File: config.mk
export PLATFORM = sky130hd
export DESIGN_NAME = hazard_stall_ctrl
export DESIGN_NICKNAME = d
export VERILOG_FILES = /design/src/rtl/hazard_stall_ctrl.sv
export SDC_FILE = /design/constraint.sdc
export NUM_CORES = 1
export LEC_CHECK = 0
export CELL_PAD_IN_SITES_DETAIL_PLACEMENT = 1
export CELL_PAD_IN_SITES_GLOBAL_PLACEMENT = 2
export CORE_ASPECT_RATIO = 1.2
export CORE_MARGIN = 2
export CORE_UTILIZATION = 24
export DETAILED_ROUTE_END_ITERATION = 7
export PLACE_DENSITY = 0.8
export RECOVER_POWER = 50
export SETUP_SLACK_MARGIN = 0.05
export SYNTH_ARGS = -nofsm -noshare
export SYNTH_HDL_FRONTEND = slang
export SYNTH_SLANG_ARGS = --single-unit
export TNS_END_PERCENT = 30
File: constraint.sdc
create_clock -name clk -period 2.3 [get_ports clk]
set_clock_uncertainty 0.1 [all_clocks]
set_input_delay 0.23 -clock clk [delete_from_list [all_inputs] [get_ports clk]]
set_output_delay 0.23 -clock clk [all_outputs]
set_load 0.05 [all_outputs]
File: src/rtl/hazard_stall_ctrl.sv
// Hazard and stall controller for the 5-stage MIPS pipeline: Tuse/Tnew operand
// checks, HI/LO multiply/divide busy window, stall counter and protocol-error flag.
module hazard_stall_ctrl #(
  parameter int MULT_CYCLES = 5,
  parameter int DIV_CYCLES  = 10,
  parameter int CNT_W       = 4
) (
  input  logic             clk,
  input  logic             reset,
  input  logic [4:0]       rs_D,
  input  logic [4:0]       rt_D,
  input  logic [1:0]       tuse_rs_D,
  input  logic [1:0]       tuse_rt_D,
  input  logic [4:0]       wa_E,
  input  logic [1:0]       tnew_E,
  input  logic [4:0]       wa_M,
  input  logic [1:0]       tnew_M,
  input  logic             md_D,
  input  logic             start_E,
  input  logic             is_div_E,
  output logic             PC_WE,
  output logic             F_D_WE,
  output logic             D_E_WE,
  output logic             D_E_clr,
  output logic             busy,
  output logic [CNT_W-1:0] md_cnt,
  output logic [31:0]      stall_cnt,
  output logic             md_err
);

  typedef enum logic {IDLE = 1'b0, BUSY = 1'b1} md_state_e;

  localparam logic [CNT_W-1:0] MULT_LOAD = CNT_W'(MULT_CYCLES);
  localparam logic [CNT_W-1:0] DIV_LOAD  = CNT_W'(DIV_CYCLES);
  localparam logic [CNT_W-1:0] CNT_ONE   = CNT_W'(1);
  localparam logic [31:0]      STALL_MAX = 32'hFFFF_FFFF;

  md_state_e        state_q = IDLE;
  logic [CNT_W-1:0] md_cnt_q = '0;
  logic             md_err_q = 1'b0;
  logic [31:0]      stall_cnt_q = '0;

  md_state_e        state_d;
  logic [CNT_W-1:0] md_cnt_d;
  logic             md_err_d;
  logic [31:0]      stall_cnt_d;

  // Index 0 is rs, index 1 is rt; both sources use the identical Tuse/Tnew rule.
  logic [1:0][4:0] src_D;
  logic [1:0][1:0] tuse_D;
  logic [1:0]      src_stall;
  logic            stall_md;
  logic            stall;

  assign src_D  = {rt_D, rs_D};
  assign tuse_D = {tuse_rt_D, tuse_rs_D};

  for (genvar gi = 0; gi < 2; gi++) begin : g_src
    assign src_stall[gi] = (tuse_D[gi] != 2'd3) && (src_D[gi] != 5'd0) &&
                           (((src_D[gi] == wa_E) && (tnew_E > tuse_D[gi])) ||
                            ((src_D[gi] == wa_M) && (tnew_M > tuse_D[gi])));
  end

  assign stall_md = md_D && ((state_q == BUSY) || start_E);
  assign stall    = (|src_stall) | stall_md;

  assign PC_WE     = ~stall;
  assign F_D_WE    = ~stall;
  assign D_E_WE    = 1'b1;
  assign D_E_clr   = stall;
  assign busy      = (state_q == BUSY);
  assign md_cnt    = md_cnt_q;
  assign md_err    = md_err_q;
  assign stall_cnt = stall_cnt_q;

  always_comb begin
    state_d     = state_q;
    md_cnt_d    = md_cnt_q;
    md_err_d    = md_err_q;
    stall_cnt_d = stall_cnt_q;
    if (state_q == IDLE) begin
      if (start_E) begin
        state_d  = BUSY;
        md_cnt_d = is_div_E ? DIV_LOAD : MULT_LOAD;
      end
    end else begin
      // A second start while occupied is flagged but never restarts the window.
      if (start_E) md_err_d = 1'b1;
      if (md_cnt_q == CNT_ONE) begin
        state_d  = IDLE;
        md_cnt_d = '0;
      end else begin
        md_cnt_d = md_cnt_q - CNT_ONE;
      end
    end
    if (stall && (stall_cnt_q != STALL_MAX)) stall_cnt_d = stall_cnt_q + 32'd1;
  end

  always_ff @(posedge clk) begin
    if (!reset) begin
      state_q     <= IDLE;
      md_cnt_q    <= '0;
      md_err_q    <= 1'b0;
      stall_cnt_q <= '0;
    end else begin
      state_q     <= state_d;
      md_cnt_q    <= md_cnt_d;
      md_err_q    <= md_err_d;
      stall_cnt_q <= stall_cnt_d;
    end
  end

endmodule

==> impl_metrics.env <==
export IMPL_outcome="finished, violations left"
export IMPL_failed_checks="negative setup slack"
export IMPL_final_max_slew_violation_count=0
export IMPL_p_total_uw=1880
export IMPL_crit_type="input pin to flop"
export IMPL_regToRegSetupSlack_ns=0
export IMPL_synth_edf_count=0
export IMPL_clkLatencyLatePin_ns=0.28
export IMPL_worst_setup_path_start_kind="input pin"
export IMPL_gp_congestion=0.840
export IMPL_syn_inst=296
export IMPL_grt_pass1_wl_um=15000
export IMPL_ios=75
export IMPL_critPathMaxFanout=5
export IMPL_rows=39
export IMPL_drc=0
export IMPL_finalCriticalPeriod_ns=2.38
export IMPL_top_usage_layer="met2"
export IMPL_crit_chain="dlygate4sd2_1 -> inv_2 -> ha_4 -> nand2_1 -> nand4_1 -> nor4_2 -> o21ai_2 -> buf_4 -> a31o_4 -> or4_4 -> a21oi_2"
export IMPL_drive_gt1_frac=0.452
export IMPL_min_period_over_period=1.03
export IMPL_drv_cap=0
export IMPL_cp_required_ns=2.40
export IMPL_cts_hold_buf=0
export IMPL_core_um2=9610
export IMPL_final_cells=565
export IMPL_grtUsageMet1=0.188
export IMPL_min_path_cells=2
export IMPL_cpMaxStageDelayCell="or4_4"
export IMPL_cp_data_arrival_time_ns=2.48
export IMPL_yosysWarnings=0
export IMPL_place_ws_ns=-0.692
export IMPL_hold_violations=0
export IMPL_syn_avg_cell_area_um2=8.07
export IMPL_routed_via_density=5.06
export IMPL_endpoint_kind="flop"
export IMPL_p_leak_uw=0.00174
export IMPL_vdd_ir_drop_max_mv=0.233
export IMPL_cts_tree="done"
export IMPL_power_density_nw_per_um2=423
export IMPL_port_buffers=73
export IMPL_setup_tns_ns=-0.366
export IMPL_worst_hold_slack_ns=0.371
export IMPL_finalWorstSetupSlack_ns=-0.0804
export IMPL_fmax_mhz=420
export IMPL_place_inst=542
export IMPL_area_delta_synth_final_pct=86.0
export IMPL_slew_headroom=0.575
export IMPL_rsz0062_at_grt="true"
export IMPL_num_vias=2857
export IMPL_ant_nets=0
export IMPL_critPathTopFamily="simple AND/OR/NAND/NOR gates"
export IMPL_met2_usage=0.343
export IMPL_grt_overflow=0
export IMPL_synth_seq_cells=38
export IMPL_setup_violations=12
export IMPL_cpPeakStageDelay_ns=0.51
export IMPL_diodes=0
export IMPL_dieArea_um2=10800
export IMPL_synth_distinct_cells=40
export IMPL_hold_path_class="flop to flop"
export IMPL_wl_per_cell_um=17.6
export IMPL_finalWirelength_um=9950
export IMPL_clkSinkCount=38
export IMPL_ff2ff_path_depth=8
export IMPL_synth_nets=340
export IMPL_clockBufferDepth=2
export IMPL_crit_buf_inv=3
export IMPL_place_hpwl_um=6600
export IMPL_dr_pass1_iters=4
export IMPL_root_buffer="clkbuf_16"
export IMPL_yosysSeqAreaShare=0.318
export IMPL_cts_htree_levels=2
export IMPL_synth_flop_cell="dfxtp_1"
export IMPL_drtIter0Drc=122
export IMPL_reg2reg_to="stall_cnt[30]$_SDFFE_PN0P_"
export IMPL_r2r_start="stall_cnt[0]$_SDFFE_PN0P_"
export IMPL_die_h_um=113
export IMPL_nNetsFinal=486
export IMPL_async_reset_ff_frac=0
export IMPL_track_usage=0.179
export IMPL_antenna_found_initial=0
export IMPL_min_from="md_err$_SDFFE_PN0P_"
export IMPL_grt_max_degree=29
export IMPL_cts_buffers=5
export IMPL_path_clk_slew_ns=0.06
export IMPL_min_to="md_err$_SDFFE_PN0P_"
export IMPL_tightest_slew_ns=0.637
export IMPL_start_util=0.249
export IMPL_grt_pass1_vias=3094
export IMPL_use_met3=0.0379
export IMPL_die_w_um=95.1
export IMPL_syn_area_um2=2390
==> power breakdown <==
part / internal [µW] / switching [µW] / total, µW / leakage [µW]
Combinational: 234 / 294 / 529 / 0.00135
Sequential: 674 / 15.0 / 689 / 0.000323
Clock: 392 / 272 / 664 / 0.0000694
==> synthesized netlist by cell type, types with 2 or more instances <==
cell / instances / share of area
dfxtp_1: 38 / 0.32
nor2_1: 9 / 0.014
ha_1: 11 / 0.058
nand2_1: 36 / 0.057
and4_1: 7 / 0.026
a22oi_1: 2 / 0.0063
xor2_1: 9 / 0.033
and3_1: 4 / 0.010
and2_1: 2 / 0.0052
o21ai_1: 11 / 0.023
nand4_1: 7 / 0.018
inv_1: 14 / 0.022
o21ai_0: 6 / 0.013
nand3_1: 9 / 0.019
buf_6: 2 / 0.0094
nand2b_1: 9 / 0.024
o31ai_1: 11 / 0.035
or3_1: 12 / 0.031
or4_1: 12 / 0.038
buf_4: 4 / 0.013
xnor2_1: 13 / 0.048
nor3b_1: 2 / 0.0063
a21oi_1: 30 / 0.063
clkbuf_1: 6 / 0.0094
nor3_1: 3 / 0.0063
mux2i_1: 10 / 0.042
nor4_1: 4 / 0.010
==> worst max path at each step <==
stage,from,end,slack (ns),cells past startpoint
2_1_floorplan,tuse_rt_D[1],stall_cnt[5]$_SDFFE_PN0P_,-0.01,10
3_3_place_gp,tuse_rt_D[1],stall_cnt[16]$_SDFFE_PN0P_,-0.60,10
3_5_place_dp,tuse_rt_D[1],stall_cnt[16]$_SDFFE_PN0P_,-0.69,10
4_1_cts,stall_cnt[1]$_SDFFE_PN0P_,stall_cnt[1]$_SDFFE_PN0P_,0.03,9
5_1_grt,tuse_rs_D[1],stall_cnt[30]$_SDFFE_PN0P_,-0.11,11
6_report,tuse_rs_D[1],stall_cnt[30]$_SDFFE_PN0P_,-0.08,11
==> logic make-up (layout without fill, tap and decap cells) <==
family                   count (synthesis)  in the layout  synth area share
AO/OA/AOI/OAI                           65             70             0.161
adder cells (fa/ha/maj)                 11             11            0.0576
AND/OR/NAND/NOR                        120            120             0.281
buffers and inverters                   29            170            0.0581
XOR/XNOR                                22             22            0.0806
multiplexers                            10             10            0.0419
other                                    1              1           0.00157
flip-flops                              38             38             0.318
==> stage by stage <==
stage	cell area (µm²)	utilization
after detailed placement	3770	0.392
after floorplan	2460	-
after global routing	4440	0.462
final	4440	0.462
after global placement	3770	0.392
after CTS	4180	0.435
==> layer usage <==
metal / share of wire / up-vias
li1: - / 1371
met1: 0.38 / 1383
met2: 0.55 / 83
met3: 0.051 / 20
met4: 0.027 / 0
met5: 0 / -
==> timing repair <==
item | 4_1_cts | 5_1_grt
gates cloned | 3 | 2
endpoints found under the setup margin | 35 | 35
gates resized for setup | 79 | 72
setup buffers | 7 | 4
pin swaps | 22 | 29
==> worst register-to-register path: cells and delay by family (launching register included) <==
family / cells / cell delay (ns)
AND/OR/NAND/NOR: 4 / 0.95
AO/OA/AOI/OAI: 2 / 0.47
buffers and inverters: 1 / 0.19
flip-flops: 1 / 0.35
adder cells (fa/ha/maj): 1 / 0.15
==> final cells by class <==
cell class	count	area (µm²)
Fill cell	1105	5170
Clock inverter	2	10.0
Clock buffer	5	125
Sequential cell	38	801
Tap cell	123	154
Timing Repair Buffer	147	1310
Inverter	16	75.1
Multi-Input combinational cell	234	1970
==> layout by cell type, fill, tap and decap left out, drive strengths merged, types with 10 or more instances in the layout <==
cell           synthesis  layout
o31ai                 11      11
or4                   12      12
inv                   15      14
dfxtp                 38      38
dlygate4sd3            0      21
xnor2                 13      13
ha                    11      11
clkdlybuf4s50          0      21
o21ai                 17      17
or3                   12      12
buf                    7      81
dlygate4sd2            0      13
nand2                 36      36
mux2i                 10      10
a21oi                 30      30
==> registers in the layout (all words and copies together), names as in the netlist <==
register   count
md_err         1
stall_cnt     32
md_cnt         4
busy           1
No activity file was read; power rests on OpenSTA's default activity.
